--- src/rtl/multicycle_ctrl_if.sv ---
// multicycle_ctrl_if: control/status bundle between the multi-cycle sequencer and the 16-bit datapath
interface multicycle_ctrl_if #(
   parameter int CNT_W = 16
);
   logic             run;
   logic [3:0]       opcode;
   logic             mem_ready;
   logic             pc_write;
   logic             ir_write;
   logic             jump;
   logic             beq;
   logic             bne;
   logic             mem_read;
   logic             mem_write;
   logic             alu_src;
   logic             reg_dst;
   logic             mem_to_reg;
   logic             reg_write;
   logic [1:0]       alu_op;
   logic [2:0]       state;
   logic             busy;
   logic             illegal_op;
   logic             mem_fault;
   logic [CNT_W-1:0] instr_count;

   modport master (
      input  run, opcode, mem_ready,
      output pc_write, ir_write, jump, beq, bne, mem_read, mem_write,
             alu_src, reg_dst, mem_to_reg, reg_write, alu_op,
             state, busy, illegal_op, mem_fault, instr_count
   );

   modport slave (
      output run, opcode, mem_ready,
      input  pc_write, ir_write, jump, beq, bne, mem_read, mem_write,
             alu_src, reg_dst, mem_to_reg, reg_write, alu_op,
             state, busy, illegal_op, mem_fault, instr_count
   );
endinterface

--- src/rtl/multicycle_ctrl.sv ---
// multicycle_ctrl: multi-cycle sequencer driving the 16-bit datapath controls from the returned opcode
module multicycle_ctrl #(
   parameter int MEM_TIMEOUT = 16,
   parameter int CNT_W       = 16
) (
   input logic               clk,
   input logic               reset,
   multicycle_ctrl_if.master bus
);
   typedef enum logic [2:0] {
      IDLE   = 3'd0,
      FETCH  = 3'd1,
      DECODE = 3'd2,
      EXEC   = 3'd3,
      MEM    = 3'd4,
      WB     = 3'd5,
      FAULT  = 3'd6
   } state_t;

   state_t           state_q;
   state_t           end_d;
   logic [3:0]       op_q;
   logic [7:0]       wait_q;
   logic [CNT_W-1:0] cnt_q;
   logic             ill_q;
   logic             fault_q;
   logic             op_lw, op_sw, op_r, op_beq, op_bne, op_j, op_mem, op_br;
   logic             dec_ill;
   logic             s_fetch, s_dec, s_exec, s_mem, s_wb;
   logic [1:0]       alu_cls;
   logic             pc_w;

   // classify the latched instruction, the live opcode (DECODE only) and the current state
   always_comb begin
      op_lw   = op_q == 4'd0;
      op_sw   = op_q == 4'd1;
      op_r    = op_q >= 4'd2 && op_q <= 4'd9;
      op_beq  = op_q == 4'd11;
      op_bne  = op_q == 4'd12;
      op_j    = op_q == 4'd13;
      op_mem  = op_lw | op_sw;
      op_br   = op_beq | op_bne | op_j;
      dec_ill = bus.opcode == 4'd10 || bus.opcode >= 4'd14;
      s_fetch = state_q == FETCH;
      s_dec   = state_q == DECODE;
      s_exec  = state_q == EXEC;
      s_mem   = state_q == MEM;
      s_wb    = state_q == WB;
      alu_cls = op_mem ? 2'b10 : (op_beq | op_bne) ? 2'b01 : 2'b00;
      end_d   = bus.run ? FETCH : IDLE;
      pc_w    = (s_dec & dec_ill) | (s_exec & op_br) | (s_mem & op_sw & bus.mem_ready) | s_wb;
   end

   // datapath controls decoded from state and latched opcode; IDLE and FAULT decode to all zero
   always_comb begin
      bus.pc_write    = pc_w;
      bus.ir_write    = s_fetch;
      bus.jump        = s_exec & op_j;
      bus.beq         = s_exec & op_beq;
      bus.bne         = s_exec & op_bne;
      bus.mem_read    = (s_mem | s_wb) & op_lw;
      bus.mem_write   = s_mem & op_sw;
      bus.alu_src     = (s_exec | s_mem) & op_mem;
      bus.reg_dst     = (s_exec | s_wb) & op_r;
      bus.mem_to_reg  = s_wb & op_lw;
      bus.reg_write   = s_wb;
      bus.alu_op      = (s_exec | s_mem | (s_wb & op_r)) ? alu_cls : 2'b00;
      bus.state       = state_q;
      bus.busy        = state_q != IDLE && state_q != FAULT;
      bus.illegal_op  = ill_q;
      bus.mem_fault   = fault_q;
      bus.instr_count = cnt_q;
   end

   // sequencer: state walk, opcode latch, memory wait timer, retired counter and sticky flags
   always_ff @(posedge clk) begin
      if (reset) begin
         state_q <= IDLE;
         op_q    <= 4'd0;
         wait_q  <= 8'd0;
         cnt_q   <= '0;
         ill_q   <= 1'b0;
         fault_q <= 1'b0;
      end else begin
         if (pc_w) cnt_q <= cnt_q + CNT_W'(1);
         case (state_q)
            IDLE:    if (bus.run) state_q <= FETCH;
            FETCH:   state_q <= DECODE;
            DECODE: begin
               op_q <= bus.opcode;
               if (dec_ill) ill_q <= 1'b1;
               state_q <= dec_ill ? end_d : EXEC;
            end
            EXEC:    state_q <= op_br ? end_d : op_mem ? MEM : WB;
            MEM: begin
               if (bus.mem_ready) begin
                  wait_q  <= 8'd0;
                  state_q <= op_lw ? WB : end_d;
               end else if (wait_q == 8'(MEM_TIMEOUT - 1)) begin
                  wait_q  <= 8'd0;
                  fault_q <= 1'b1;
                  state_q <= FAULT;
               end else begin
                  wait_q <= wait_q + 8'd1;
               end
            end
            WB:      state_q <= end_d;
            default: state_q <= FAULT;
         endcase
      end
   end
endmodule
--- src/flat_wrapper.sv ---
// flat-port wrapper written by rule: the top's interface ports become plain ports
module multicycle_ctrl_flat 
#(
   parameter int MEM_TIMEOUT = 16,
   parameter int CNT_W       = 16
)
  (clk, reset, bus_run, bus_opcode, bus_mem_ready, bus_pc_write, bus_ir_write, bus_jump, bus_beq, bus_bne, bus_mem_read, bus_mem_write, bus_alu_src, bus_reg_dst, bus_mem_to_reg, bus_reg_write, bus_alu_op, bus_state, bus_busy, bus_illegal_op, bus_mem_fault, bus_instr_count);
  multicycle_ctrl_if #(.CNT_W(CNT_W)) bus_i ();
  input logic clk;
  input logic reset;
  input wire logic [$bits(bus_i.run)-1:0] bus_run;
  input wire logic [$bits(bus_i.opcode)-1:0] bus_opcode;
  input wire logic [$bits(bus_i.mem_ready)-1:0] bus_mem_ready;
  output wire logic [$bits(bus_i.pc_write)-1:0] bus_pc_write;
  output wire logic [$bits(bus_i.ir_write)-1:0] bus_ir_write;
  output wire logic [$bits(bus_i.jump)-1:0] bus_jump;
  output wire logic [$bits(bus_i.beq)-1:0] bus_beq;
  output wire logic [$bits(bus_i.bne)-1:0] bus_bne;
  output wire logic [$bits(bus_i.mem_read)-1:0] bus_mem_read;
  output wire logic [$bits(bus_i.mem_write)-1:0] bus_mem_write;
  output wire logic [$bits(bus_i.alu_src)-1:0] bus_alu_src;
  output wire logic [$bits(bus_i.reg_dst)-1:0] bus_reg_dst;
  output wire logic [$bits(bus_i.mem_to_reg)-1:0] bus_mem_to_reg;
  output wire logic [$bits(bus_i.reg_write)-1:0] bus_reg_write;
  output wire logic [$bits(bus_i.alu_op)-1:0] bus_alu_op;
  output wire logic [$bits(bus_i.state)-1:0] bus_state;
  output wire logic [$bits(bus_i.busy)-1:0] bus_busy;
  output wire logic [$bits(bus_i.illegal_op)-1:0] bus_illegal_op;
  output wire logic [$bits(bus_i.mem_fault)-1:0] bus_mem_fault;
  output wire logic [$bits(bus_i.instr_count)-1:0] bus_instr_count;
  assign bus_i.run = bus_run;
  assign bus_i.opcode = bus_opcode;
  assign bus_i.mem_ready = bus_mem_ready;
  assign bus_pc_write = bus_i.pc_write;
  assign bus_ir_write = bus_i.ir_write;
  assign bus_jump = bus_i.jump;
  assign bus_beq = bus_i.beq;
  assign bus_bne = bus_i.bne;
  assign bus_mem_read = bus_i.mem_read;
  assign bus_mem_write = bus_i.mem_write;
  assign bus_alu_src = bus_i.alu_src;
  assign bus_reg_dst = bus_i.reg_dst;
  assign bus_mem_to_reg = bus_i.mem_to_reg;
  assign bus_reg_write = bus_i.reg_write;
  assign bus_alu_op = bus_i.alu_op;
  assign bus_state = bus_i.state;
  assign bus_busy = bus_i.busy;
  assign bus_illegal_op = bus_i.illegal_op;
  assign bus_mem_fault = bus_i.mem_fault;
  assign bus_instr_count = bus_i.instr_count;
  multicycle_ctrl #(.MEM_TIMEOUT(MEM_TIMEOUT), .CNT_W(CNT_W)) u_core (.clk(clk), .reset(reset), .bus(bus_i));
endmodule
--- config.mk ---
export PLATFORM = sky130hd
export DESIGN_NAME = multicycle_ctrl_flat
export DESIGN_NICKNAME = d
export VERILOG_FILES = /design/src/rtl/multicycle_ctrl_if.sv /design/src/rtl/multicycle_ctrl.sv /design/src/flat_wrapper.sv
export SDC_FILE = /design/constraint.sdc
export NUM_CORES = 1
export LEC_CHECK = 0
export BUFFER_PORTS_ARGS = -buffer_cell sky130_fd_sc_hd__buf_4
export CAP_MARGIN = 0
export CORE_ASPECT_RATIO = 1.1
export CORE_MARGIN = 2
export CORE_UTILIZATION = 46
export DETAILED_ROUTE_END_ITERATION = 7
export PLACE_DENSITY = 0.7
export SYNTH_ARGS = -nofsm -noshare
export SYNTH_HDL_FRONTEND = slang
export SYNTH_SLANG_ARGS = --single-unit
--- constraint.sdc ---
create_clock -name clk -period 2.26 [get_ports clk]
set_input_delay 0.226 -clock clk [delete_from_list [all_inputs] [get_ports clk]]
set_output_delay 0.226 -clock clk [all_outputs]
set_load 0.03 [all_outputs]
After elaboration in Yosys (flattened, before gate mapping)
Cells that the tools add are included.
{"block": "op_classes", "n_reduce_logical": 9, "n_div": 0, "n_eq_ne": 14, "add_sub_neg": 2, "mul": 0, "order_cmp": 3, "n_bitwise": 23, "n_mux": 14, "shift": 0}
{"cell": "two-way mux 3 bit", "count": 6}
{"cell": "one-hot mux 3 bit (6 select lines)", "count": 1}
{"cell": "adder 16 x 1 -> 16 bit, second input constant", "count": 1}
{"cell": "== test 4 bit, second input constant", "count": 4}
{"cell": "two-way mux 8 bit", "count": 2}
{"cell": "bitwise AND 1 bit", "count": 12}
{"cell": "OR 1 bit", "count": 10}
{"cell": "adder 8 x 1 -> 8 bit, second input constant", "count": 1}
{"cell": "== test 8 x 4 -> 1 bit, second input constant", "count": 1}
{"cell": "== test 3 x 2 -> 1 bit, second input constant", "count": 2}
{"cell": "== test 3 bit, second input constant", "count": 2}
{"cell": "!= test 3 bit, second input constant", "count": 2}
{"cell": "== test 4 x 1 -> 1 bit, second input constant", "count": 1}
{"cell": ">= comparator 4 x 2 -> 1 bit, second input constant", "count": 1}
{"cell": ">= comparator 4 bit, second input constant", "count": 1}
{"cell": "less-or-equal comparator 4 bit, second input constant", "count": 1}
{"cell": "zero test 4 bit", "count": 1}
{"cell": "two-way mux 2 bit", "count": 2}
{"cell": "AND reduction 2 bit", "count": 2}
{"cell": "== test 3 x 1 -> 1 bit, second input constant", "count": 1}
{"cell": "zero test 3 bit", "count": 1}
{"cell": "two-way mux 1 bit", "count": 3}
{"cell": "AND reduction 3 bit", "count": 1}
{"cell": "nonzero test 3 bit", "count": 1}
{"cell": "4 further kinds", "count": 5}
{"block": "word_totals", "latchBits": 0, "ram_bits": 0, "mem_count": 0, "output_inout_bits": 35, "regBits": 33, "romBits": 0}

Longest topological paths before layout
Gate-level depths: netlist of run 1.
{"block": "depth", "word_depth": 7, "ltp_mapped": 8}

Worst setup path before layout of run 1
OpenSTA, ideal clock, no wires.
{"block": "synth_path", "path_type": "register -> output", "start": "register u_core.state_q[2], in the netlist u_core.bus.state[2]", "end": "output bus_mem_write", "arrival_time_ns": 1.956, "slack_ns": 0.078, "stages_incl_launch_ff": 5, "cell_sequence": "dfxtp_1 -> clkbuf_1 -> nor2b_1 -> nand2b_1 -> nor3_1"}
{"block": "synth_via", "elab_chain_len": 2}
{"item": "start: declaration", "line_no": "multicycle_ctrl.sv:20", "text": "state_t state_q;"}
{"item": "start signal: assignment", "line_no": "multicycle_ctrl.sv:92", "text": "state_q <= dec_ill ? end_d : EXEC;"}
{"item": "start signal: assignment", "line_no": "multicycle_ctrl.sv:94", "text": "EXEC: state_q <= op_br ? end_d : op_mem ? MEM : WB;"}
{"item": "start signal: assignment", "line_no": "multicycle_ctrl.sv:98", "text": "state_q <= op_lw ? WB : end_d;"}
{"item": "== test 3 bit", "line_no": "multicycle_ctrl.sv:47", "text": "s_mem = state_q == MEM;"}
{"item": "bitwise AND 1 bit", "line_no": "multicycle_ctrl.sv:62", "text": "bus.mem_write = s_mem & op_sw;"}
{"item": "end: declaration", "line_no": "flat_wrapper.sv:20", "text": "output wire logic [$bits(bus_i.mem_write)-1:0] bus_mem_write;"}
Every way passes these cells.

Final worst setup path of run 1
{"block": "layout_path", "start": "register u_core.op_q[1]", "end": "output bus_pc_write"}
{"block": "layout_via", "elab_chain_len": 7, "elab_cells_between_ends": 12, "classes_between": "4 x eq/ne; 8 x bitwise"}
{"item": "start: declaration", "line_no": "multicycle_ctrl.sv:22", "text": "logic [3:0] op_q;"}
{"item": "start signal: assignment", "line_no": "multicycle_ctrl.sv:90", "text": "op_q <= bus.opcode;"}
{"item": "== test 4 bit, on equally long branches", "line_no": "multicycle_ctrl.sv:38, multicycle_ctrl.sv:39"}
{"item": "OR 1 bit (2 in series)", "line_no": "multicycle_ctrl.sv:42", "text": "op_br = op_beq | op_bne | op_j;"}
{"item": "bitwise AND 1 bit", "line_no": "multicycle_ctrl.sv:51", "text": "pc_w = (s_dec & dec_ill) | (s_exec & op_br) | (s_mem & op_sw & bus.mem_ready) | s_wb;"}
{"item": "OR 1 bit", "line_no": "multicycle_ctrl.sv:51"}
{"item": "OR 1 bit (*) (2 in series)", "line_no": "multicycle_ctrl.sv:51"}
{"item": "end: declaration", "line_no": "flat_wrapper.sv:14", "text": "output wire logic [$bits(bus_i.pc_write)-1:0] bus_pc_write;"}
Mark *: on every way between the ends. The rest lies on a longest branch, timed or not.

==> results of run 1 <==
-- worst paths after layout --
path / end / slack, ps / cells after the start
setup / recovery: bus_pc_write / 140 / 6
hold / removal: u_core.op_q[0] / 180 / 3
setup reg to reg: u_core.bus.instr_count[13] / 310 / 5
hold reg to reg: u_core.bus.illegal_op / 460 / 2
-- cells in the mapped netlist (2+ instances only) --
| cell | instances |
|---|---|
| a21oi_1 | 31 |
| and2_1 | 3 |
| inv_1 | 7 |
| nand2b_1 | 6 |
| a311oi_1 | 2 |
| a41oi_1 | 2 |
| buf_1 | 2 |
| nand3b_1 | 7 |
| a31oi_1 | 2 |
| nand3_1 | 6 |
| clkbuf_1 | 11 |
| nand2_1 | 11 |
| ha_1 | 2 |
| nor4_1 | 4 |
| o31ai_1 | 8 |
| nor3_1 | 8 |
| nor2b_1 | 2 |
| nand4_1 | 5 |
| mux2i_1 | 4 |
| or4_1 | 8 |
| dfxtp_1 | 33 |
| nor2_1 | 18 |
| nor3b_1 | 4 |
| and3_1 | 5 |
| o21ai_0 | 4 |
| or3_1 | 7 |
| buf_2 | 4 |
| o21ai_1 | 10 |
-- stage by stage --
stage / cell area [um2] / power (W) / setup WS (ps) / hold slack (ps) / cells
global route: 2350 / 0.00242 / 27.6 / 183 / 326
detailed placement: 2200 / 0.00162 / 292 / 458 / 318
finish: 2350 / 0.00228 / 144 / 182 / 326
floorplan: 1840 / 0.00134 / 77.6 / 365 / 234
CTS: 2340 / 0.00229 / 45.1 / 173 / 326
global placement: 2200 / 0.00162 / 310 / 454 / 318
-- cells by family (layout without fill, tap and decap cells) --
kind of cell	Yosys count	after routing
XOR/XNOR	2	2
AND/OR/NAND/NOR	100	100
multiplexers	4	4
flip-flops	33	33
buffers and inverters	25	65
adder cells (fa/ha/maj)	2	2
AO/OA/AOI/OAI	68	68
-- area by class of cell --
class                      count  area (um2)  share of cell area
timing repair buffer          49         368               0.157
tap                           52        65.1              0.0277
clock inverter                 3        65.1              0.0277
multi-input combinational    176        1090               0.464
inverter                       8        30.0              0.0128
sequential                    33         662               0.282
clock buffer                   5        68.8              0.0293
-- flip-flops by register name, summed over array words and instances (netlist names) --
| signal | cells |
|---|---|
| u_core.bus.instr_count | 16 |
| u_core.op_q | 4 |
| u_core.bus.state | 3 |
| u_core.wait_q | 8 |
| u_core.bus.illegal_op | 1 |
| u_core.bus.mem_fault | 1 |
-- per-layer routing --
layer | track usage | up-vias | part of all wire
li1 | - | 944 | -
met1 | 0.264 | 863 | 0.47
met2 | 0.323 | 50 | 0.47
met3 | 0.0709 | 2 | 0.052
met4 | 0.0662 | 0 | 0.0058
met5 | 0 | - | 0
-- critical path: stages (launching register included) --
cell and delay (ps):
dfxtp_1 480, nor3_1 120, a31oi_1 240, o221a_4 360
buf_4 210, inv_2 30, buf_4 150
-- power groups by stage --
stage | combinational [W] | clock [W] | sequential [W]
global placement | 0.000910 | 0 | 0.000710
finish | 0.000921 | 0.000655 | 0.000702
floorplan | 0.000599 | 0 | 0.000742
global route | 0.00100 | 0.000704 | 0.000712
CTS | 0.000913 | 0.000674 | 0.000699
detailed placement | 0.000908 | 0 | 0.000713
-- repair_timing --
| item | CTS | global route |
|---|---|---|
| hold buffers | 0 | 0 |
| hold endpoints to repair | 0 | 0 |
| gates resized for setup | 0 | 2 |
| endpoints found under the setup margin | 0 | 1 |
| buffers inserted | 0 | 0 |
==> impl_results.md, run 1 <==
* Nets at ~280
* Post-synthesis simple-gate area fraction at 0.320
* H-Tree Level Count at 2
* HP Start: bus_opcode[0]
* Vias in the first global route at 1637
* Area added between synthesis and finish at 27.6%
* Maxcap violations at 0
* Fmax at ~470 MHz
* Seq pwr share at 0.308
* Synth top area share at 0.359
* Worst Setup End Kind: output port
* Clock power share at 0.287
* Leading cell types by total area after synthesis: dfxtp_1 36%, a21oi_1 8.4%, nor2_1 3.7%
* Main synth FF type: dfxtp_1
* Endpoints failing setup at 0
* Type of origin of the critical path: flip-flop
* Row cnt at 24
* Status: complete, no violations
* Sw frac at 0.372
* Drc violations at 0
* NetSw at around 0.00085 W
* Vias/cell at between 5 and 6
* Synth Net Count at between 200 and 250
* Via count at 1859
* Critical Path AT at 1890 ps
* Final WL at about 4.3 mm
* VDD IR max at between 800 and 900 uV
* Slew headroom at 0.617
* Synth unique cells at between 40 and 50
* Seq/Total Area, Yosys at 0.359
* CTS tree: built
* Total grt overflow at 0
* Synth Cell Area at ~1800 um2
* CTS Buf Count at 5
* Share of post-route cells with drive strength above 1 at 0.230
* #FFs+latches synth at 33
* Final hold vios at 0
* Post-synthesis async set-or-reset flop share at 0
* Post-Syn Instances at between 200 and 250
* Slew Limit Fails at 0
* Core Region at 3900 um2
* Final critical-path share of the clock period at 0.936
* First-pass GRT wire length at 7.47 mm
* Launch point of the worst path: u_core.op_q[1]
* Commonest non-fill, non-tap cell in the layout: buf_4
* Die Ht at around 70 um
* Post-Synth XOR/XNOR Area at 0.00952
* Final core utilization at 0.601
* Reg2Reg Launch Point: u_core.op_q[1]
* Class of the worst hold path: in2reg
* Adder-cell share of the synthesized area at 0.0136
* Initial DRC Count at between 100 and 150
* Largest family of logic cells by synthesized area: simple AND/OR/NAND/NOR gates
* CTS Buffer Depth at 2
* I/O Buffers at 42
* Clk sinks at 33
* EDFF count, synth at 0
* Clock Latency Late Sink at between 200 and 300 ps
* Final Skew at 6.50 ps
* Layout fillers at between 300 and 400
* Initial Util at 0.471
* HPWL after DPL at between 2 and 3 mm
* Power Density at ~970 nW/um2
* Pre-Repair DR Iteration Count at 4
* CTS root buf: clkbuf_8
* Avg Cell Area, Syn at about 7.9 um2
* Critical path type: reg2out
* Wire length per cell at roughly 13 um
* Gr usage total at 0.206
* Biggest area consumer among synthesized cells: dfxtp_1
* Max Fanout on Critical Path at 23
* Worst slew pin tran at ~570 ps
* Post-route minimum period at between 2000 and 2500 ps
* Largest net degree at the start of global routing at 34
* Routability-driven placement congestion ratio at between 0.9 and 1
* Num ports at 43
* RSZ-0062 raised after global routing: no
* Combinational share of power at 0.404
* Antenna diodes at 0
* Synth Area in Compound Gates at 0.222
* P_leak at ~0.88 nW
* Mux share of post-synthesis cell area at 0.0218
* WP data required at 2030 ps
* Int Power at 0.00143 W
* Die X at 64.3 um
* Setup TNS at 0 ps
* Post-DRT Antenna Nets at 0
* Die area at between 4000 and 5000 um2
* Commonest non-fill, non-tap cells in the layout: 49 x buf_4, 32 x dfxtp_1, 31 x a21oi_1
* Ys Warns at 0
* Worst-path clk slew at about 70 ps
* Initial antenna violation count at 0
Note: power is estimated with default switching activity, not from simulation.
==> run 2: changes to the inputs <==
ABC_AREA = 1   (was not set)
PLACE_DENSITY = 0.69   (was 0.7)
==> run 2 against run 1 <==
Largest cell class unchanged. Non-clock buffer count fell by 7. Synthesized cell count rose by 37%. First-iteration DRC count fell by 20%. Worst hold slack improved by 20 ps. Register-to-register slack improved by 280 ps. Total power fell by 41%. Cell count rose by 28%. Sequential share of layout area fell by 2.1 points. Global-route usage rose by 0.76 points. Combinational power fell by 71%.
==> impl_results.md, run 2 <==
* Share of post-route cells with drive strength above 1 at 0.229 (-0.00128)
* Buf/Inv on CP at 2 (-1)
* WP data required at 2030 ps (about the same)
* Commonest non-fill, non-tap cells in the layout: 79 x nand2_1, 46 x nor2_1, 42 x buf_4
* H-Tree Level Count at 2 (unchanged)
* Final Skew at 6.87 ps (+0.374 ps)
* Vias/cell at 5.15 (-9.6%)
* First-pass GRT wire length at 8.27 mm (+11%)
* Gr usage total at 0.213 (+0.00765)
* Critical Path AT at 1870 ps (-20 ps)
* Slew Limit Fails at 0 (unchanged)
* Final hold vios at 0 (unchanged)
* Nets at 372 (+31%)
* Die X at 68.6 um (+6.7%)
* Via count at 2149 (+16%)
* Synth unique cells at 32 (-30%)
* Post-Syn Instances at 320 (+37%)
* CP max-delay cell: dfxtp_1
* Max reg flops at 16 (unchanged)
* P_leak at 1.09 nW (+25%)
* Synth top area share at 0.313 (-0.0464)
* Area added between synthesis and finish at 19.7%
* Leading cell types by total area after synthesis: dfxtp_1 31%, nand2_1 14%, nor2_1 8.2%
* Commonest non-fill, non-tap cell in the layout: nand2_1
* Power Density at 529 nW/um2 (-45%)
* CP top delay family: simple AND/OR/NAND/NOR gates
* Most numerous cell in the Yosys netlist: nand2_1
* Avg Cell Area, Syn at 6.60 um2 (-16%)
* Initial antenna violation count at 0 (unchanged)
* Total grt overflow at 0 (unchanged)
* Wire length per cell at 12.2 um (-7.3%)
* Slew headroom at 0.768 (+0.151)
* Place WS at 473 ps (+181 ps)
* Pre-Repair DR Iteration Count at 4 (unchanged)
* Vias in the first global route at 1845 (+13%)
* Met3 usage at 0.0448 (-0.0260)
* Setup TNS at 0 ps (unchanged)
* Crit path cell chain: inv_1, nand3_2, nor2_4, nor2_8, nand3_4, buf_4
* Post-CTS Resized at 0 (unchanged)
* Post-synthesis async set-or-reset flop share at 0 (unchanged)
* CTS tree: built
* Post-DRT Antenna Nets at 0 (unchanged)
* Maxcap violations at 0 (unchanged)
* CTS hold repair buffers at 0 (unchanged)
* Die area at 5150 um2 (+14%)
* Seq/Total Area, Yosys at 0.313 (-0.0464)
* Placed Cells at 409 (+29%)
* Worst Setup End Kind: output port
* Post-DP Area at 2440 um2 (+11%)
* Final setup margin at 161 ps (+16.7 ps)
* Final core utilization at 0.582 (-0.0197)
* Type of origin of the critical path: flip-flop
* Initial Util at 0.486 (+0.0146)
* I/O Buffers at 42 (unchanged)
* Clock Latency Late Sink at 290 ps (about the same)
* Fmax at 476 MHz (+0.80%)
* Endpoints failing setup at 0 (unchanged)
* Row cnt at 25 (+4.2%)
* Drc violations at 0 (unchanged)
* Antenna diodes at 0 (unchanged)
* Critical path type: reg2out
* Num ports at 43 (unchanged)
* Worst-path clk slew at 80 ps (about the same)
* Max Fanout on Critical Path at 17 (-26%)
* VDD IR max at 362 uV (-60%)
* Post-route minimum period at 2100 ps (-16.7 ps)
* Synth Net Count at 330 (+35%)
* Class of the worst hold path: in2reg
* Final Instance Area at 2530 um2 (+7.7%)
* M1 GR Usage at 0.265 (+0.00185)
* Core Region at 4350 um2 (+11%)
* Ys Warns at 0 (unchanged)
* HPWL after DPL at 3.87 mm (+29%)
* Largest net degree at the start of global routing at 26 (-24%)
* Die Ht at 75.1 um (+6.7%)
* Routability-driven placement congestion ratio at 0.905 (-2.5%)
* Final WL at 5.10 mm (+19%)
* CTS Buffer Depth at 2 (unchanged)
* Final critical-path share of the clock period at 0.929 (-0.00740)
* RSZ-0062 raised after global routing: no
* CTS Buf Count at 5 (unchanged)
* EDFF count, synth at 0 (unchanged)
* Post-CTS Setup Inserts at 0 (unchanged)
* CTS root buf: clkbuf_8
* M2 GR Usage at 0.364 (+0.0414)
* Post-Layout Cell Count at 417 (+28%)
* #FFs+latches synth at 33 (unchanged)
* Synth Cell Area at 2110 um2 (+15%)
* Biggest area consumer among synthesized cells: dfxtp_1
* Initial DRC Count at 113 (-20%)
* Worst slew pin tran at 346 ps (-223 ps)
* GRT Max-Usage Layer: met2
* CP max stage delay at 460 ps (-20 ps)
* Main synth FF type: dfxtp_1
* Top post-synthesis cells by count: 79 x nand2_1, 46 x nor2_1, 34 x inv_1
* Status: complete, no violations
* Clk sinks at 33 (unchanged)
run 2: changes by cell type in the layout (fill, tap and decap cells not counted), moves of 9 or more:
| cell | delta |
|---|---|
| a21oi_2 | +9 |
| nor2_1 | +28 |
| a21oi_1 | -13 |
| o21ai_1 | -10 |
| nand4_1 | +16 |
| nand2_1 | +68 |
| nand2_2 | +12 |
| nand3_1 | +12 |
| inv_1 | +27 |
run 2: power breakdown:
part | internal, W | switching [W] | total, W | leakage, nW
clock network | 0.000213 | 0.000232 | 0.000445 | 0.0439
logic | 0.0000869 | 0.000181 | 0.000268 | 0.780
registers | 0.000600 | 0.0000257 | 0.000626 | 0.266
total | 0.000899 | 0.000439 | 0.00134 | 1.09
run 2: kinds of logic after synthesis:
| group | synth area share |
|---|---|
| xor gates and xnor gates | 0.0290 |
| and+or+nand+nor | 0.428 |
| buffers and inverters | 0.0906 |
| adders and majority gates | 0.0118 |
| DFF | 0.313 |
| AOI/OAI and AO/OA | 0.127 |
run 2: metal layers:
layer | vias to the layer above | part of all wire
li1 | 1128 | -
met1 | 965 | 0.44
met2 | 50 | 0.50
met3 | 6 | 0.052
met4 | 0 | 0.011
met5 | - | 0
run 2: path summary, 6_finish.rpt:
check	from	endpoint	slack [ps]	depth (start not counted)
worst max-delay path	u_core.bus.state[0]	bus_pc_write	160	6
worst min-delay path	bus_opcode[3]	u_core.op_q[3]	200	3
worst max register to register	u_core.bus.state[0]	u_core.bus.instr_count[0]	590	8
worst min register to register	u_core.wait_q[5]	u_core.wait_q[5]	470	2
run 2: through the flow:
step | hold WS, ps | total power [W]
CTS | 195 | 0.00135
floorplan | 374 | 0.000827
finish | 202 | 0.00134
detailed placement | 461 | 0.000907
global placement | 451 | 0.000905
global route | 230 | 0.00141
run 2: cell type report:
class	instances	area, um2
fill	426	1820
multi-input combinational	243	1260
sequential	33	661
timing repair buffer	42	315
inverter	37	139
clock buffer	5	68.8
tap	54	67.6
clock inverter	3	17.5
run 2: worst min-delay path, cell delays in order:
cell,delay [ps]
buf_4,80
o21ai_0,70
nor2_1,80
==> run 3: changes to the inputs <==
CORE_ASPECT_RATIO = not set   (was 1.1)
RECOVER_POWER = 50   (was not set)
==> run 3 against run 2 <==
Count of clock-buffer cells in the layout rose by 2. Register-to-register slack about the same. Non-clock buffer count up 1. Combinational power down 3%. Critical endpoint unchanged. Clock power increased by 2%. Die area barely moved. Via count is 0.93% higher. Wire length is 0.31% higher. Core utilization fell by 2.6 points. Clock skew decreased by 3.1 ps. Global-route usage shrank 0.29 points.
==> impl_results.md, run 3 (synthesized netlist as in run 2, its figures left out) <==
* Post-CTS Setup Inserts at 0 (unchanged)
* NetSw at 0.000422 W (-3.8%)
* I/O Buffers at 42 (unchanged)
* CP max-delay cell: dfxtp_1
* Clk sinks at 33 (unchanged)
* Final hold vios at 0 (unchanged)
* CP max stage delay at 380 ps (-80 ps)
* CTS Buf Count at 5 (unchanged)
* Antenna diodes at 0 (unchanged)
* Layout fillers at 478 (+12%)
* Gr usage total at 0.210 (-0.00291)
* VDD IR max at 276 uV (-24%)
* Die area at 5150 um2 (about the same)
* WP data required at 2030 ps (about the same)
* Largest net degree at the start of global routing at 26 (unchanged)
* Initial antenna violation count at 0 (unchanged)
* Class of the worst hold path: in2reg
* Int Power at 0.000920 W (+2.3%)
* Max Fanout on Critical Path at 17 (unchanged)
* Worst Setup End Kind: output port
* Seq pwr share at 0.466 (about the same)
* HPWL after DPL at 3.80 mm (-1.8%)
* Final Instance Area at 2440 um2 (-3.6%)
* Critical Path AT at 1880 ps (about the same)
* Die X at 71.8 um (+4.6%)
* Clock Latency Late Sink at 290 ps (about the same)
* Drc violations at 0 (unchanged)
* Final critical-path share of the clock period at 0.933 (+0.00416)
* Post-route minimum period at 2110 ps (+9.40 ps)
* Final WL at 5.12 mm (+0.31%)
* Wire length per cell at 12.3 um (+0.80%)
* Total grt overflow at 0 (unchanged)
* Initial DRC Count at 181 (+60%)
* Status: complete, no violations
* Combinational share of power at 0.195 (-0.005)
* Post-CTS Resized at 0 (unchanged)
* Pre-Repair DR Iteration Count at 4 (unchanged)
* Core Region at 4380 um2 (+0.83%)
* Crit path cell chain: nor2_1, nand2_1, nand3_1, nand2_2, nand3_4, buf_4
* Critical path type: reg2out
* Die Ht at 71.8 um (-4.4%)
* Num ports at 43 (unchanged)
* Multi-input logic area at 1250 um2 (-0.79%)
* Slew headroom at 0.679 (-0.0897)
* First-pass GRT wire length at 8.63 mm (+4.3%)
* Max reg flops at 16 (unchanged)
* Total power at 0.00134 W (+0.29%)
* Row cnt at 24 (-4.0%)
* Buf/Inv on CP at 1 (-1)
* Worst slew pin tran at 480 ps (+134 ps)
* RSZ-0062 raised after global routing: no
* Post-DRT Antenna Nets at 0 (unchanged)
* Sw frac at 0.315 (-0.0134)
* Worst-path clk slew at 60 ps (-20 ps)
* Clock power share at 0.340 (+0.008)
* Endpoints failing setup at 0 (unchanged)
* Via count at 2169 (+0.93%)
* Vias/cell at 5.23 (+1.4%)
* CP top delay family: simple AND/OR/NAND/NOR gates
* CTS hold repair buffers at 0 (unchanged)
* CTS root buf: clkbuf_8
* Routability-driven placement congestion ratio at 0.890 (-1.6%)
* Initial Util at 0.482 (-0.00402)
* Final Skew at 3.73 ps (-3.15 ps)
* Vias in the first global route at 1896 (+2.8%)
* Post-DP Area at 2450 um2 (+0.21%)
* Commonest non-fill, non-tap cell in the layout: nand2_1
* Power Density at 551 nW/um2 (+4.1%)
* H-Tree Level Count at 2 (unchanged)
* Setup TNS at 0 ps (unchanged)
* Fmax at 474 MHz (-0.45%)
* Maxcap violations at 0 (unchanged)
* WHS at 197 ps (-4.95 ps)
* CTS Buffer Depth at 2 (unchanged)
* CTS tree: built
* P_leak at 0.998 nW (-8.5%)
* Share of post-route cells with drive strength above 1 at 0.157 (-0.0716)
* Type of origin of the critical path: flip-flop
* Commonest non-fill, non-tap cells in the layout: 80 x nand2_1, 47 x nor2_1, 34 x inv_1
* Slew Limit Fails at 0 (unchanged)
* Nets at 373 (+0.27%)
* FF/Latch Area at 661 um2 (unchanged)
* Area added between synthesis and finish at 15.4%
-- run 3: power groups by stage --
stage / registers [W] / logic, W / clock network, W
2_1_floorplan: 0.000653 / 0.000174 / 0
3_3_place_gp: 0.000637 / 0.000268 / 0
3_5_place_dp: 0.000638 / 0.000269 / 0
4_1_cts: 0.000625 / 0.000270 / 0.000469
5_1_grt: 0.000628 / 0.000289 / 0.000501
6_report: 0.000625 / 0.000261 / 0.000456
-- run 3: worst register-to-register path: cells and delay by family, from the launching register on --
kind / cells / cell delay (ps)
AND/OR/NAND/NOR: 5 / 1020
flip-flops: 1 / 440
AO/OA/AOI/OAI: 1 / 150
-- run 3: stage by stage --
step	utilization	setup slack, ps	instances
3_3_place_gp	0.558	525	408
4_1_cts	0.578	147	415
6_report	0.556	151	415
3_5_place_dp	0.558	472	408
2_1_floorplan	-	330	320
5_1_grt	0.556	20.7	415
-- run 3: metal layers --
metal	vias up	routed length, um	part of all wire	global-route usage
met3	8	267	0.052	0.0506
met2	53	2450	0.48	0.354
met1	981	2340	0.46	0.274
li1	1127	-	-	-
met5	-	0	0	0
met4	0	61	0.012	0.0461
-- run 3: worst paths after layout --
| path | start | end | slack [ps] | depth (start not counted) |
|---|---|---|---|---|
| worst max-delay path | u_core.op_q[0] | bus_pc_write | 150 | 6 |
| worst max register to register | u_core.bus.state[2] | u_core.wait_q[4] | 580 | 6 |
| worst min register to register | u_core.bus.mem_fault | u_core.bus.mem_fault | 470 | 2 |
| worst min-delay path | bus_opcode[2] | u_core.op_q[2] | 200 | 3 |
-- run 3: final cells by class --
| type | count | area share |
|---|---|---|
| Clock buffer | 7 | 0.0354 |
| Inverter | 37 | 0.0570 |
| Multi-Input combinational cell | 243 | 0.513 |
| Sequential cell | 33 | 0.271 |
| Tap cell | 52 | 0.0267 |
| Timing Repair Buffer | 43 | 0.0970 |
